`src/rtl/alu_share_arbiter_if.sv`:
```
// Operand/result handshake bundle between two clients and the shared ALU.
// The master modport is the client side, the slave modport is the arbiter.
interface alu_share_arbiter_if #(
  parameter int W  = 4,
  parameter int OW = 8
);
  logic          req0_valid;
  logic          req0_ready;
  logic [W-1:0]  req0_a;
  logic [W-1:0]  req0_b;
  logic [1:0]    req0_op;
  logic          req1_valid;
  logic          req1_ready;
  logic [W-1:0]  req1_a;
  logic [W-1:0]  req1_b;
  logic [1:0]    req1_op;
  logic          resp0_valid;
  logic          resp0_ready;
  logic          resp1_valid;
  logic          resp1_ready;
  logic [OW-1:0] resp_data;
  logic          busy;
  logic          owner;

  modport master (
    output req0_valid, req0_a, req0_b, req0_op,
    output req1_valid, req1_a, req1_b, req1_op,
    output resp0_ready, resp1_ready,
    input  req0_ready, req1_ready, resp0_valid, resp1_valid,
    input  resp_data, busy, owner
  );

  modport slave (
    input  req0_valid, req0_a, req0_b, req0_op,
    input  req1_valid, req1_a, req1_b, req1_op,
    input  resp0_ready, resp1_ready,
    output req0_ready, req1_ready, resp0_valid, resp1_valid,
    output resp_data, busy, owner
  );
endinterface

```
`src/rtl/alu_share_arbiter.sv`:
```
// Round-robin sharing of one four-op ALU between two requesters.
// One operation in flight: IDLE (grant) -> EXEC (compute) -> RESP (hold until taken).
module alu_share_arbiter #(
  parameter int W  = 4,
  parameter int OW = 8
) (
  input  logic               clk,
  input  logic               rst,
  alu_share_arbiter_if.slave bus
);

  typedef enum logic [1:0] {IDLE, EXEC, RESP} state_t;

  state_t         state;
  state_t         next;
  logic           prio;
  logic           owner;
  logic           grant0;
  logic           grant1;
  logic [W-1:0]   a_p0;
  logic [W-1:0]   b_p0;
  logic [1:0]     op_p0;
  logic [OW-1:0]  data_p1;

  // Operands are zero-extended so add keeps its carry and multiply its full product.
  function automatic logic [OW-1:0] alu(input logic [W-1:0] a, input logic [W-1:0] b,
                                        input logic [1:0] op);
    logic [OW-1:0] ax;
    logic [OW-1:0] bx;
    ax = {{(OW-W){1'b0}}, a};
    bx = {{(OW-W){1'b0}}, b};
    case (op)
      2'b00:   return ax + bx;
      2'b01:   return ax * bx;
      2'b10:   return ax | bx;
      default: return ax & bx;
    endcase
  endfunction

  always_comb begin
    next   = state;
    grant0 = 1'b0;
    grant1 = 1'b0;
    case (state)
      IDLE: begin
        if (bus.req0_valid && (!bus.req1_valid || !prio)) grant0 = 1'b1;
        else if (bus.req1_valid)                          grant1 = 1'b1;
        if (grant0 || grant1) next = EXEC;
      end
      EXEC: next = RESP;
      RESP: if (owner ? bus.resp1_ready : bus.resp0_ready) next = IDLE;
      default: next = IDLE;
    endcase
  end

  always_ff @(posedge clk or negedge rst) begin
    if (!rst) begin
      state <= IDLE;
      prio  <= 1'b0;
      owner <= 1'b0;
    end else begin
      state <= next;
      if (grant0 || grant1) begin
        owner <= grant1;
        prio  <= ~grant1;
      end
    end
  end

  // Stage p0: winner's operands captured on the grant edge.
  always_ff @(posedge clk or negedge rst) begin
    if (!rst) begin
      a_p0  <= '0;
      b_p0  <= '0;
      op_p0 <= '0;
    end else if (grant0) begin
      a_p0  <= bus.req0_a;
      b_p0  <= bus.req0_b;
      op_p0 <= bus.req0_op;
    end else if (grant1) begin
      a_p0  <= bus.req1_a;
      b_p0  <= bus.req1_b;
      op_p0 <= bus.req1_op;
    end
  end

  // Stage p1: registered result, held through RESP and after the handshake.
  always_ff @(posedge clk or negedge rst) begin
    if (!rst)              data_p1 <= '0;
    else if (state == EXEC) data_p1 <= alu(a_p0, b_p0, op_p0);
  end

  assign bus.req0_ready  = grant0;
  assign bus.req1_ready  = grant1;
  assign bus.resp0_valid = (state == RESP) && !owner;
  assign bus.resp1_valid = (state == RESP) && owner;
  assign bus.resp_data   = data_p1;
  assign bus.busy        = (state != IDLE);
  assign bus.owner       = owner;

endmodule

```
`src/flat_wrapper.sv`:
```
// flat-port wrapper written by rule: the top's interface ports become plain ports
module alu_share_arbiter_flat 
#(
  parameter int W  = 4,
  parameter int OW = 8
)
  (clk, rst, bus_req0_valid, bus_req0_a, bus_req0_b, bus_req0_op, bus_req1_valid, bus_req1_a, bus_req1_b, bus_req1_op, bus_resp0_ready, bus_resp1_ready, bus_req0_ready, bus_req1_ready, bus_resp0_valid, bus_resp1_valid, bus_resp_data, bus_busy, bus_owner);
  alu_share_arbiter_if #(.W(W), .OW(OW)) bus_i ();
  input  logic clk;
  input  logic rst;
  input wire logic [$bits(bus_i.req0_valid)-1:0] bus_req0_valid;
  input wire logic [$bits(bus_i.req0_a)-1:0] bus_req0_a;
  input wire logic [$bits(bus_i.req0_b)-1:0] bus_req0_b;
  input wire logic [$bits(bus_i.req0_op)-1:0] bus_req0_op;
  input wire logic [$bits(bus_i.req1_valid)-1:0] bus_req1_valid;
  input wire logic [$bits(bus_i.req1_a)-1:0] bus_req1_a;
  input wire logic [$bits(bus_i.req1_b)-1:0] bus_req1_b;
  input wire logic [$bits(bus_i.req1_op)-1:0] bus_req1_op;
  input wire logic [$bits(bus_i.resp0_ready)-1:0] bus_resp0_ready;
  input wire logic [$bits(bus_i.resp1_ready)-1:0] bus_resp1_ready;
  output wire logic [$bits(bus_i.req0_ready)-1:0] bus_req0_ready;
  output wire logic [$bits(bus_i.req1_ready)-1:0] bus_req1_ready;
  output wire logic [$bits(bus_i.resp0_valid)-1:0] bus_resp0_valid;
  output wire logic [$bits(bus_i.resp1_valid)-1:0] bus_resp1_valid;
  output wire logic [$bits(bus_i.resp_data)-1:0] bus_resp_data;
  output wire logic [$bits(bus_i.busy)-1:0] bus_busy;
  output wire logic [$bits(bus_i.owner)-1:0] bus_owner;
  assign bus_i.req0_valid = bus_req0_valid;
  assign bus_i.req0_a = bus_req0_a;
  assign bus_i.req0_b = bus_req0_b;
  assign bus_i.req0_op = bus_req0_op;
  assign bus_i.req1_valid = bus_req1_valid;
  assign bus_i.req1_a = bus_req1_a;
  assign bus_i.req1_b = bus_req1_b;
  assign bus_i.req1_op = bus_req1_op;
  assign bus_i.resp0_ready = bus_resp0_ready;
  assign bus_i.resp1_ready = bus_resp1_ready;
  assign bus_req0_ready = bus_i.req0_ready;
  assign bus_req1_ready = bus_i.req1_ready;
  assign bus_resp0_valid = bus_i.resp0_valid;
  assign bus_resp1_valid = bus_i.resp1_valid;
  assign bus_resp_data = bus_i.resp_data;
  assign bus_busy = bus_i.busy;
  assign bus_owner = bus_i.owner;
  alu_share_arbiter #(.W(W), .OW(OW)) u_core (.clk(clk), .rst(rst), .bus(bus_i));
endmodule
```
`config.mk`:
```
export PLATFORM = sky130hd
export DESIGN_NAME = alu_share_arbiter_flat
export DESIGN_NICKNAME = d
export VERILOG_FILES = /design/src/rtl/alu_share_arbiter_if.sv /design/src/rtl/alu_share_arbiter.sv /design/src/flat_wrapper.sv
export SDC_FILE = /design/constraint.sdc
export NUM_CORES = 1
export LEC_CHECK = 0
export BUFFER_PORTS_ARGS = -buffer_cell sky130_fd_sc_hd__buf_2
export CAP_MARGIN = 10
export CORE_UTILIZATION = 36
export CTS_CLUSTER_SIZE = 16
export DETAILED_ROUTE_END_ITERATION = 8
export SYNTH_ARGS = -nofsm -noshare
export SYNTH_HDL_FRONTEND = slang
export SYNTH_SLANG_ARGS = --single-unit
```
`constraint.sdc`:
```
create_clock -name clk -period 3 [get_ports clk]
set_clock_uncertainty 0.1 [all_clocks]
set_input_delay 0.3 -clock clk [delete_from_list [all_inputs] [get_ports clk]]
set_output_delay 0.3 -clock clk [all_outputs]
set_load 0.1 [all_outputs]
```
==> impl_metrics.ini, run 1 <==
[synth]
yosysWarnings = 0
ys_seq_area_share_pct = 32.26
yosysUniqueCellTypes = 39
synth_area_per_cell_um2 = 9.175
synth_area_um2 = 1707
synthCells = 186
synth-seq-cells = 22
postSynthNetCount = 237

[layout]
final_common_cell = buf_2
n_antenna_cell = 0
area_delta_synth_final_pct = 15.62
drive_gt1_share_pct = 21.97
area.sequential_um2 = 550.5
final_util_pct = 44.40
fillers = 445
mostFrequentLayoutCells = buf_2 (39), nand2_1 (23), nor2_1 (22), dfrtp_1 (22), ha_1 (20)
multi_input_area_um2 = 1036
nNetsFinal = 276
final_area_um2 = 1973
fin_cells = 275

[global_route]
grt_start_max_net_pins = 23
globalRoute.totalOverflow = 0
antenna_found_initial = 0
grt_first_pass_wirelength_um = 6292
grt_pass1_vias = 1343
busiest_layer = met2
met3_usage_pct = 3.276
use_met1_pct = 21.99
grt_util_all_layers_pct = 15.93
use_met2_pct = 25.64

[placed_design]
gp_congestion = 0.8494
port_buffers = 39
place_inst = 271
pre_cts_ws_ns = 0.1149
dp_hpwl_um = 2867
place_area_um2 = 1922

[hold_path]
hp-class = in2reg

[die]
die_y_um = 70.85
core_um2 = 4444
fp.dieArea_um2 = 5020
io_pins = 40
rows = 24
initial_core_util_pct = 38.40
die_x_um = 70.85

[clock_network]
cts_sinks = 22
cts_buffer_depth = 2
cts_setup_buffers = 0
cts.htree.levels = 1
cts_buffers = 3
clockRootBuffer = clkbuf_8
cts_resized = 0
clk_latency_ns = 0.26
cts_tree = yes
clk_pin_slew_worst_paths_ns = 0.08

[routing]
route.detailed.drc = 2
vias = 1381
wire_per_inst_um = 12.95
dr.pass1.iters = 6
wl_um = 3561
drt-initial-drc-count = 86
ant_nets = 0
drt-vias-per-instance = 5.022

[critical_path]
critical_path_buf_inv_count = 2
cp-end-kind = register
crit_family = adder cells
crit_fanout = 4
cp.required_ns = 3.07
path_cells = nand2_1 -> fa_1 -> inv_1 -> fa_1 -> inv_1 -> fa_1 -> xnor2_1 -> nand2_1 -> o21a_1 -> o31ai_1
max_stage_delay_ns = 0.54
critPathArrivalTime_ns = 2.91
cp_slowest_cell = fa_1
crit_type = reg2reg
crit_path_start_kind = register
crit_top_cell = fa_1

[timing]
fin_crit_sh_pct = 94.57
maxSlewViolCount = 0
final.setup.worst_slack_ns = 0.1628
fmax_mhz = 352.5
rsz0062_at_grt = yes
setup_violations = 0
maxSlewHeadroom_pct = 61.47
finalHoldViolCount = 0
tightest_slew_ns = 0.5780
finalCriticalPeriod_ns = 2.837

[outcome]
status = finished, violations left
violations = design-rule violations

[job]
cap_violations = 0
[logic make-up after synthesis]
| family | after synthesis | share of synthesized area [%] |
|---|---|---|
| compound gates | 41 | 17.30 |
| simple gates | 65 | 18.11 |
| mux | 6 | 3.739 |
| buf+inv | 25 | 7.037 |
| fa+ha+maj | 25 | 20.53 |
| flops | 22 | 32.26 |
| xor+xnor | 2 | 1.027 |
[metrics by stage]
step / hold slack (ns) / setup TNS, ns
global placement: 0.1954 / 0
CTS: 0.2063 / 0
floorplan: -0.09559 / 0
finish: 0.2038 / 0
global route: 0.2157 / -0.008572
detailed placement: 0.1961 / 0
[repair_timing]
item,in CTS,in global routing
hold endpoints to repair,22,0
hold buffers,1,0
endpoints found under the setup margin,0,3
[cells in the mapped netlist]
master | count | area, µm²
a2111oi_0 | 1 | 8.760
a211o_1 | 1 | 8.760
a211oi_1 | 1 | 7.510
a21o_1 | 1 | 7.510
a21oi_1 | 5 | 25.02
a31oi_1 | 5 | 31.28
and2b_1 | 1 | 7.510
buf_2 | 3 | 15.01
buf_6 | 3 | 33.78
clkbuf_1 | 1 | 3.750
dfrtp_1 | 22 | 550.5
fa_1 | 5 | 100.1
ha_1 | 20 | 250.2
inv_1 | 18 | 67.56
mux2_2 | 3 | 33.78
mux2i_1 | 3 | 30.03
nand2_1 | 23 | 86.33
nand2b_1 | 3 | 18.77
nand3_1 | 1 | 5.000
nand4_1 | 1 | 6.260
nand4b_1 | 1 | 8.760
nand4bb_1 | 1 | 11.26
nor2_1 | 22 | 82.58
nor2b_1 | 2 | 12.51
nor3_1 | 4 | 20.02
nor3b_1 | 1 | 7.510
nor4b_1 | 2 | 17.52
o211ai_1 | 1 | 7.510
o21a_1 | 4 | 30.03
o21ai_0 | 8 | 40.04
o21bai_4 | 1 | 18.77
o221a_1 | 4 | 45.04
o221a_2 | 1 | 11.26
o22ai_1 | 5 | 31.28
o31ai_1 | 3 | 22.52
or2_4 | 1 | 8.760
or2b_1 | 1 | 7.510
or3b_1 | 1 | 8.760
xnor2_1 | 2 | 17.52
[area by class of cell]
class,count,area share [%]
Multi-Input combinational cell,139,52.50
Inverter,18,3.424
Tap cell,52,3.297
Clock buffer,3,2.093
Timing Repair Buffer,41,10.78
Sequential cell,22,27.90
[sequential cells by signal, indices dropped and copies added, names as in the netlist]
name                  count
u_core.bus.owner          1
u_core.b_p0               4
u_core.a_p0               4
u_core.bus.resp_data      8
u_core.prio               1
u_core.op_p0              2
u_core.state              2
[worst paths after layout]
kind | start | endpoint | slack [ns] | cells past startpoint
min reg2reg | u_core.bus.resp_data[5] | u_core.bus.resp_data[5] | 0.38 | 2
max reg2reg | u_core.a_p0[1] | u_core.bus.resp_data[4] | 0.16 | 10
max | u_core.a_p0[1] | u_core.bus.resp_data[4] | 0.16 | 10
min in group asynchronous | rst | u_core.bus.resp_data[4] | 0.43 | 2
max in group asynchronous | rst | u_core.op_p0[0] | 2.04 | 2
min | bus_req1_op[0] | u_core.op_p0[0] | 0.20 | 3
[metal layers]
layer / share of wire [%] / up-vias
met3: 5.1 / 7
met1: 50 / 610
li1: - / 721
met2: 43 / 43
met4: 1.6 / 0
met5: 0 / -
[worst reg2reg max path, cell delays in order, from the launching register on]
cell and delay (ns):
dfrtp_1 0.41, nand2_1 0.10, fa_1 0.50, inv_1 0.06, fa_1 0.54, inv_1 0.07, fa_1 0.45, xnor2_1 0.14
nand2_1 0.07, o21a_1 0.13, o31ai_1 0.18
Power of run 1 is not shown: default switching activity piles up to over one toggle a cycle in this logic, so the estimate is an artifact.
==> inputs of run 2 (changes only) <==
REMOVE_ABC_BUFFERS = 1   (was not set)
==> impl_metrics.ini, run 2 (synthesis gave the netlist of run 1 again) <==
[outcome]
status = finished clean

[layout]
final_common_cell = buf_2
final_area_um2 = 2027
drive_gt1_share_pct = 24.45
mostFrequentLayoutCells = buf_2 (39), nand2_1 (23), nor2_1 (22), dfrtp_1 (22), ha_1 (20)
fillers = 468
n_antenna_cell = 0
largest_reg_flops = 8
nNetsFinal = 281
area_delta_synth_final_pct = 18.77

[critical_path]
max_stage_delay_ns = 0.56
cp.required_ns = 3.07
crit_path_start_kind = register
critical_path_buf_inv_count = 2
critPathArrivalTime_ns = 2.94
cp_slowest_cell = fa_1
crit_type = reg2reg
crit_family = adder cells
path_cells = nand2_1 -> fa_1 -> inv_1 -> fa_1 -> inv_1 -> fa_2 -> nor3b_1 -> a31oi_1 -> nand4b_1 -> o21a_1
cp-end-kind = register
crit_fanout = 2
reg2reg_setup_slack_ns = 0.12

[routing]
vias = 1428
wire_per_inst_um = 13.46
drt-vias-per-instance = 5.082
wl_um = 3783
dr.pass1.iters = 6
drt-initial-drc-count = 45
ant_nets = 0
route.detailed.drc = 0

[global_route]
grt_first_pass_wirelength_um = 6389
grt_start_max_net_pins = 23
grt_pass1_vias = 1405
globalRoute.totalOverflow = 0
grt_util_all_layers_pct = 16.23
antenna_found_initial = 0

[timing]
setup-tns-final_ns = 0
fin_crit_sh_pct = 95.86
maxSlewHeadroom_pct = 60.01
setup_violations = 0
finalCriticalPeriod_ns = 2.876
finalHoldViolCount = 0
final.setup.worst_slack_ns = 0.1243
rsz0062_at_grt = no
holdWs_ns = 0.2067
fmax_mhz = 347.7
tightest_slew_ns = 0.5998
maxSlewViolCount = 0

[die]
rows = 24
initial_core_util_pct = 38.40
die_y_um = 70.85
die_x_um = 70.85
core_um2 = 4444
fp.dieArea_um2 = 5020
io_pins = 40

[clock_network]
clk_latency_ns = 0.27
cts_tree = yes
cts_buffers = 3
clk_pin_slew_worst_paths_ns = 0.08
clockRootBuffer = clkbuf_8
cts_buffer_depth = 2
cts_sinks = 22
cts.htree.levels = 1

[placed_design]
gp_congestion = 0.8103
dp_hpwl_um = 2898
place_area_um2 = 1922
pre_cts_ws_ns = 0.1113
port_buffers = 39

[job]
cap_violations = 0

[hold_path]
hp-class = in2reg
-- run 2: final cells by class --
cell class	count	area, µm²	share of cell area [%]
multi-input cells	139	1039	51.23
flip-flops and latches	22	550.5	27.16
repair buffers	46	250.2	12.35
inverters	18	67.56	3.333
well taps	52	65.06	3.210
clock buffers	4	55.05	2.716
-- run 2: repair_timing --
item                                   CTS  global route
hold buffers                             1             0
setup buffers                            0             5
setup endpoints to repair                0             3
gates resized for setup                  0             1
endpoints found under the hold margin   22             0
-- run 2: routing by layer --
layer  vias up  part of all wire [%]  global-route usage [%]
li1        734                     -                       -
met1       655                    49                   21.64
met2        32                    46                   26.39
met3         7                   2.6                   2.137
met4         0                   2.6                   7.333
met5         -                     0                       0
-- run 2: stage by stage --
stage | cells | util (%)
global route | 281 | 45.61
global placement | 271 | 43.24
CTS | 276 | 44.71
detailed placement | 271 | 43.24
finish | 281 | 45.61
floorplan | 179 | -
-- run 2: path summary, 6_finish.rpt --
path                                         start                       to  depth (start not counted)
hold / removal                       bus_req0_b[1]           u_core.b_p0[1]                          2
max in group asynchronous                      rst  u_core.bus.resp_data[0]                          2
min in group asynchronous                      rst  u_core.bus.resp_data[6]                          2
setup / recovery                    u_core.a_p0[0]  u_core.bus.resp_data[3]                         10
setup reg to reg                    u_core.a_p0[0]  u_core.bus.resp_data[3]                         10
hold reg to reg            u_core.bus.resp_data[2]  u_core.bus.resp_data[2]                          2
Power of run 2 is left out for the same reason.
